==> config.mk <==
export PLATFORM = sky130hd
export DESIGN_NAME = control_ordenamiento
export DESIGN_NICKNAME = d
export VERILOG_FILES = /design/src/rtl/ordenamiento_pkg.sv /design/src/rtl/banco_registros.sv /design/src/rtl/control_ordenamiento.sv
export SDC_FILE = /design/constraint.sdc
export NUM_CORES = 1
export LEC_CHECK = 0
export ABC_AREA = 1
export BUFFER_PORTS_ARGS = -buffer_cell sky130_fd_sc_hd__buf_4
export CORE_ASPECT_RATIO = 1.4
export CORE_MARGIN = 4
export CORE_UTILIZATION = 50
export CTS_CLUSTER_SIZE = 25
export DETAILED_ROUTE_END_ITERATION = 8
export PLACE_DENSITY = 0.84
export SLEW_MARGIN = 5
export SYNTH_ARGS = -nofsm -noshare
export SYNTH_HDL_FRONTEND = slang
export SYNTH_SLANG_ARGS = --single-unit
==> constraint.sdc <==
create_clock -name clk -period 2 [get_ports clk]
set_clock_uncertainty 0.15 [all_clocks]
set_input_delay 0.3 -clock clk [delete_from_list [all_inputs] [get_ports clk]]
set_output_delay 0.3 -clock clk [all_outputs]
set_load 0.01 [all_outputs]
==> src/rtl/ordenamiento_pkg.sv <==
// Shared types and defaults for the bubble-sort controller.
// No logic; state encoding and default sizing only.
package ordenamiento_pkg;

    localparam int WIDTH_DEF = 4;
    localparam int N_DEF     = 4;

    typedef enum logic [1:0] {
        ST_IDLE    = 2'd0,
        ST_COMPARA = 2'd1,
        ST_FIN     = 2'd2
    } estado_t;

endpackage

==> src/rtl/banco_registros.sv <==
// N x WIDTH slot file: indexed load, swap of slots idx/idx+1, flattened view.
// Latency: writes/swaps land at the next edge; reads are combinational. Backpressure: none.
module banco_registros #(
    parameter int WIDTH = 4,
    parameter int N     = 4,
    parameter int AW    = $clog2(N)
) (
    input  logic               clk,
    input  logic               rst,
    input  logic               carga_en,
    input  logic [AW-1:0]      idx_carga,
    input  logic [WIDTH-1:0]   dato,
    input  logic               swap,
    input  logic [AW-1:0]      idx_cmp,
    output logic [WIDTH-1:0]   rd_a,
    output logic [WIDTH-1:0]   rd_b,
    output logic [N*WIDTH-1:0] datos_out
);

    logic [WIDTH-1:0] slot [N];
    logic [AW-1:0]    idx_sig;

    assign idx_sig = idx_cmp + AW'(1);
    assign rd_a    = slot[idx_cmp];
    assign rd_b    = slot[idx_sig];

    always_ff @(posedge clk) begin
        if (rst) begin
            for (int i = 0; i < N; i++) begin
                slot[i] <= '0;
            end
        end else if (carga_en) begin
            slot[idx_carga] <= dato;
        end else if (swap) begin
            slot[idx_cmp] <= slot[idx_sig];
            slot[idx_sig] <= slot[idx_cmp];
        end
    end

    for (genvar g = 0; g < N; g++) begin : g_flat
        assign datos_out[g*WIDTH +: WIDTH] = slot[g];
    end

endmodule

==> src/rtl/control_ordenamiento.sv <==
// Bubble-sort controller driving an external greater-than comparator; EARLY_EXIT_EN stops after a swap-free pass.
// Latency: N(N-1)/2 compare cycles after start, then a one-cycle done pulse. Backpressure: carga/start ignored while sorting.
module control_ordenamiento
    import ordenamiento_pkg::*;
#(
    parameter int WIDTH = WIDTH_DEF,
    parameter int N     = N_DEF
) (
    input  logic               clk,
    input  logic               rst,
    input  logic               carga,
    input  logic [WIDTH-1:0]   dato_in,
    input  logic               start,
    output logic [WIDTH-1:0]   cmp_a,
    output logic [WIDTH-1:0]   cmp_b,
    input  logic               cmp_gt,
    output logic [N*WIDTH-1:0] datos_out,
    output logic               busy,
    output logic               done
);

    localparam int            AW          = $clog2(N);
    localparam logic [AW-1:0] ULTIMO_PASS = AW'(N - 2);
    localparam logic [AW-1:0] ULTIMO_PTR  = AW'(N - 1);

    estado_t       estado, estado_sig;
    logic [AW-1:0] pass_q, pass_d;
    logic [AW-1:0] j_q, j_d;
    logic [AW-1:0] ptr_q, ptr_d;
    logic          carga_en, swap, fin_sort;
    logic [WIDTH-1:0] rd_a, rd_b;
`ifdef EARLY_EXIT_EN
    logic          hubo_swap_q, hubo_swap_d;
`endif

    banco_registros #(
        .WIDTH (WIDTH),
        .N     (N),
        .AW    (AW)
    ) u_banco (
        .clk       (clk),
        .rst       (rst),
        .carga_en  (carga_en),
        .idx_carga (ptr_q),
        .dato      (dato_in),
        .swap      (swap),
        .idx_cmp   (j_q),
        .rd_a      (rd_a),
        .rd_b      (rd_b),
        .datos_out (datos_out)
    );

    always_ff @(posedge clk) begin
        if (rst) begin
            estado <= ST_IDLE;
            pass_q <= '0;
            j_q    <= '0;
            ptr_q  <= '0;
`ifdef EARLY_EXIT_EN
            hubo_swap_q <= 1'b0;
`endif
        end else begin
            estado <= estado_sig;
            pass_q <= pass_d;
            j_q    <= j_d;
            ptr_q  <= ptr_d;
`ifdef EARLY_EXIT_EN
            hubo_swap_q <= hubo_swap_d;
`endif
        end
    end

    always_comb begin
        estado_sig = estado;
        pass_d     = pass_q;
        j_d        = j_q;
        ptr_d      = ptr_q;
        carga_en   = 1'b0;
        swap       = 1'b0;
        fin_sort   = 1'b0;
        busy       = 1'b0;
        done       = 1'b0;
        cmp_a      = '0;
        cmp_b      = '0;
`ifdef EARLY_EXIT_EN
        hubo_swap_d = hubo_swap_q;
`endif
        case (estado)
            ST_IDLE: begin
                // start has priority; a simultaneous load is dropped
                if (start) begin
                    estado_sig = ST_COMPARA;
                    pass_d     = '0;
                    j_d        = '0;
`ifdef EARLY_EXIT_EN
                    hubo_swap_d = 1'b0;
`endif
                end else if (carga) begin
                    carga_en = 1'b1;
                    ptr_d    = (ptr_q == ULTIMO_PTR) ? '0 : ptr_q + AW'(1);
                end
            end
            ST_COMPARA: begin
                busy  = 1'b1;
                cmp_a = rd_a;
                cmp_b = rd_b;
                swap  = cmp_gt;
`ifdef EARLY_EXIT_EN
                hubo_swap_d = hubo_swap_q | cmp_gt;
                fin_sort    = (pass_q == ULTIMO_PASS) || !(hubo_swap_q || cmp_gt);
`else
                fin_sort    = (pass_q == ULTIMO_PASS);
`endif
                if (j_q == ULTIMO_PASS - pass_q) begin
                    if (fin_sort) begin
                        estado_sig = ST_FIN;
                    end else begin
                        pass_d = pass_q + AW'(1);
                        j_d    = '0;
`ifdef EARLY_EXIT_EN
                        hubo_swap_d = 1'b0;
`endif
                    end
                end else begin
                    j_d = j_q + AW'(1);
                end
            end
            ST_FIN: begin
                done       = 1'b1;
                estado_sig = ST_IDLE;
            end
            default: estado_sig = ST_IDLE;
        endcase
    end

endmodule

==> flow_results.org <==
** Status
- Outcome :: finished, final reports clean

** Timing
- Number of max-slew violations in the final report :: 0
- For the pin with the worst max-slew slack, the measured transition is 408 ps.
- Setup violations remaining at the end of the flow were counted as 0.
- Setup repair after global routing left no endpoint under its margin.
- Adding up every negative setup slack in the final design gives 0 ps.
- Max Fclk :: 519 MHz
- The worst pin sits at a relative slew slack of 0.725.
- Final critical-path required period :: 1930 ps
- Hold violation count in the final report :: 0
- Dividing the final minimum period by the clock period gives 0.963.

** Final layout
- The net count of the finished layout is 309.
- Utilization of the core after routing :: 0.650
- In the final layout, the share of cells above drive strength 1 is 0.273.
- Fill cells :: 320
- The number of antenna diodes in the final layout is 0.
- Area delta synth->final :: 24.9%

** Critical path
- Data arrival time of the worst path :: 1480 ps
- The critical path starts at j_q[0].
- Worst EP required :: 1550 ps
- The worst register-to-register path begins at estado[1].
- By startpoint and endpoint, the worst setup path is classified as reg -> out.
- STA classifies the critical path endpoint as an output pin.
- Critical path fanouts, max :: 6
- Element type at the critical path start :: flop

** Placed design
- At the end of routability-driven placement, the weighted congestion stood at 1.02.
- HPWL after detailed placement :: 4140 um
- Port buffer count :: 34

** Route
- Across all layers, the routed design uses 1815 vias.
- The first TritonRoute pass finished after 4 iterations.
- In this run, the number of DRC markers left after iteration 0 of detailed routing was 112.
- Number of routed nets with antenna violations :: 0
- In the routed design, unresolved DRC markers number 0.
- After detailed routing, the average wire length per cell comes to 15.1 um.
- Total wirelength of the detailed-routed design :: 5040 um
- In the routed layout, each cell is associated on average with a via count of 5.45.

** Clock tree
- Clock-pin slew was measured on the worst setup and hold paths at 90 ps.
- H-tree depth reported by CTS :: 1
- Buffers inserted to repair hold after CTS numbered 0.
- CTS placed an instance of sky130_fd_sc_hd__clkbuf_8 at the clock tree root.
- Clock latency on the worst-skew pair, taken at its later pin, is 270 ps.
- TritonCTS built the clock tree.
- Maximum count of clock buffers along a single path :: 2
- Clock tree synthesis found a total of 26 sinks.
- CTS Buf Count :: 3

** Global route
- The first global-routing pass estimated 8230 um of wire.
- The via count of the first global-routing pass came to 1855.
- Entering global routing, the biggest net connects 15 pins.
- Number of antenna violations at the first check in global routing :: 0
- Across every metal layer, demand over resource in global routing totals 0.237.
- Summed over all layers, the global routing overflow is 0.

** Floorplanning
- Cell Rows :: 25
- Area of the die :: 0.00458 mm^2
- Width of the die :: 58.3 um
- I/O pin cnt :: 35
- The die is 78.5 um tall.
- In this run the standard cell core region covers 0.00341 mm^2.
- Effective utilization at floorplan :: 0.520

** Power and ir drop
- Static Leakage :: 0.00103 uW
- VDD IR max :: 614 uV
- For this design the ratio of total power to cell area is 666 mW/mm^2.

** Synth
- When the netlist entered floorplanning its net count stood at 263.
- After synthesis the netlist holds a flip-flop and latch count of 26.
- Counting distinct cell types in the post-synthesis netlist gives 23.
- For this run, the register share of the synthesized area comes to 0.384.
- Average size of a mapped cell :: 7.15 um^2
- Cells after Synth :: 248
- Yosys printed 0 warnings.
- In this run the cell area of the synthesized design comes to 0.00177 mm^2.

** Min path
- The tightest min-delay check is of the in -> reg type.
- Min-delay src :: rst

** Job
- The tool flagged a number of max-cap violations equal to 0.
state kept, by name, summed over array words and instances (netlist names), named ones only:
signal / count
u_banco.slot: 16
estado: 2
j_q: 2
pass_q: 2
ptr_q: 2
cells by family after synthesis:
logic type	Yosys count	synth area share
and+or+nand+nor	154	0.403
AOI/OAI and AO/OA	31	0.0910
buffers and inverters	29	0.0699
DFF	26	0.384
adders and majority gates	6	0.0423
xor gates and xnor gates	2	0.00988
report_power, final:
group	internal, uW	total (uW)	switching [uW]
clock network	143	305	162
logic	205	503	298
registers	620	667	46.7
worst max-delay path, cell delays in order (launching register included):
cell and delay (ps):
sky130_fd_sc_hd__dfxtp_1 330, sky130_fd_sc_hd__inv_1 80, sky130_fd_sc_hd__ha_4 310, sky130_fd_sc_hd__inv_2 70, sky130_fd_sc_hd__nand3_1 100, sky130_fd_sc_hd__nand2_1 60
sky130_fd_sc_hd__nor2_1 110, sky130_fd_sc_hd__buf_4 140
path summary, 6_finish.rpt:
path / to / slack (ps) / cells past startpoint
max: cmp_b[3] / 70 / 7
min: estado[0] / 120 / 2
max reg2reg: u_banco.slot[2][3] / 180 / 8
min reg2reg: ptr_q[1] / 360 / 2
final cells by class:
class / count / area (um^2) / area share
clock buffer: 4 / 45.0 / 0.0203
inverter: 23 / 86.3 / 0.0390
multi-input combinational: 193 / 996 / 0.450
sequential: 26 / 684 / 0.309
tap: 40 / 50.0 / 0.0226
timing repair buffer: 47 / 353 / 0.159
per-layer routing:
layer	vias to the layer above	track usage	wire (um)
met5	-	0	0
met4	0	0.160	228
met3	18	0.0247	259
met2	68	0.436	2740
met1	826	0.240	1820
li1	903	-	-
metrics by stage:
| stage | instance area [um^2] | setup slack [ps] | cells | total power, uW | hold slack (ps) |
|---|---|---|---|---|---|
| after global placement | 2140 | 165 | 329 | 1150 | 316 |
| after CTS | 2200 | 10.6 | 333 | 1470 | 119 |
| after global routing | 2210 | 4.02 | 333 | 1560 | 117 |
| after detailed placement | 2140 | 80.8 | 329 | 1160 | 342 |
| final | 2210 | 73.7 | 333 | 1470 | 125 |
| after floorplan | 1770 | 159 | 248 | 961 | 306 |
cell usage after synthesis (all sizes together):
| library cell | count | area (um^2) |
|---|---|---|
| nand2 | 91 | 352 |
| nor2 | 28 | 168 |
| inv | 23 | 86.3 |
| nand3 | 23 | 120 |
| edfxtp | 16 | 480 |
| o21ai | 15 | 75.1 |
| a21oi | 12 | 60.1 |
| dfxtp | 10 | 200 |
| nand4 | 9 | 56.3 |
| buf | 6 | 37.5 |
| ha | 6 | 75.1 |
| o22ai | 3 | 18.8 |
| and2 | 2 | 12.5 |
| xnor2 | 2 | 17.5 |
| o21a | 1 | 7.51 |
| or2 | 1 | 6.26 |
repair_timing:
action,CTS,global route
pin swaps,0,1
hold endpoints to repair,0,0
gates resized for setup,4,7
cloned,0,0
buffers inserted,0,0
endpoints found under the setup margin,6,11
layout by cell type (no fill, tap or decap), drive strengths merged, types with 2 or more instances in the layout:
master | netlist | routed
clkbuf | 0 | 4
nand3 | 23 | 23
xnor2 | 2 | 2
edfxtp | 16 | 16
nand2 | 91 | 91
o22ai | 3 | 3
and2 | 2 | 2
inv | 23 | 23
nand4 | 9 | 9
o21ai | 15 | 15
buf | 6 | 47
a21oi | 12 | 12
ha | 6 | 6
nor2 | 28 | 28
dfxtp | 10 | 10
(Power assumes the default switching activity.)
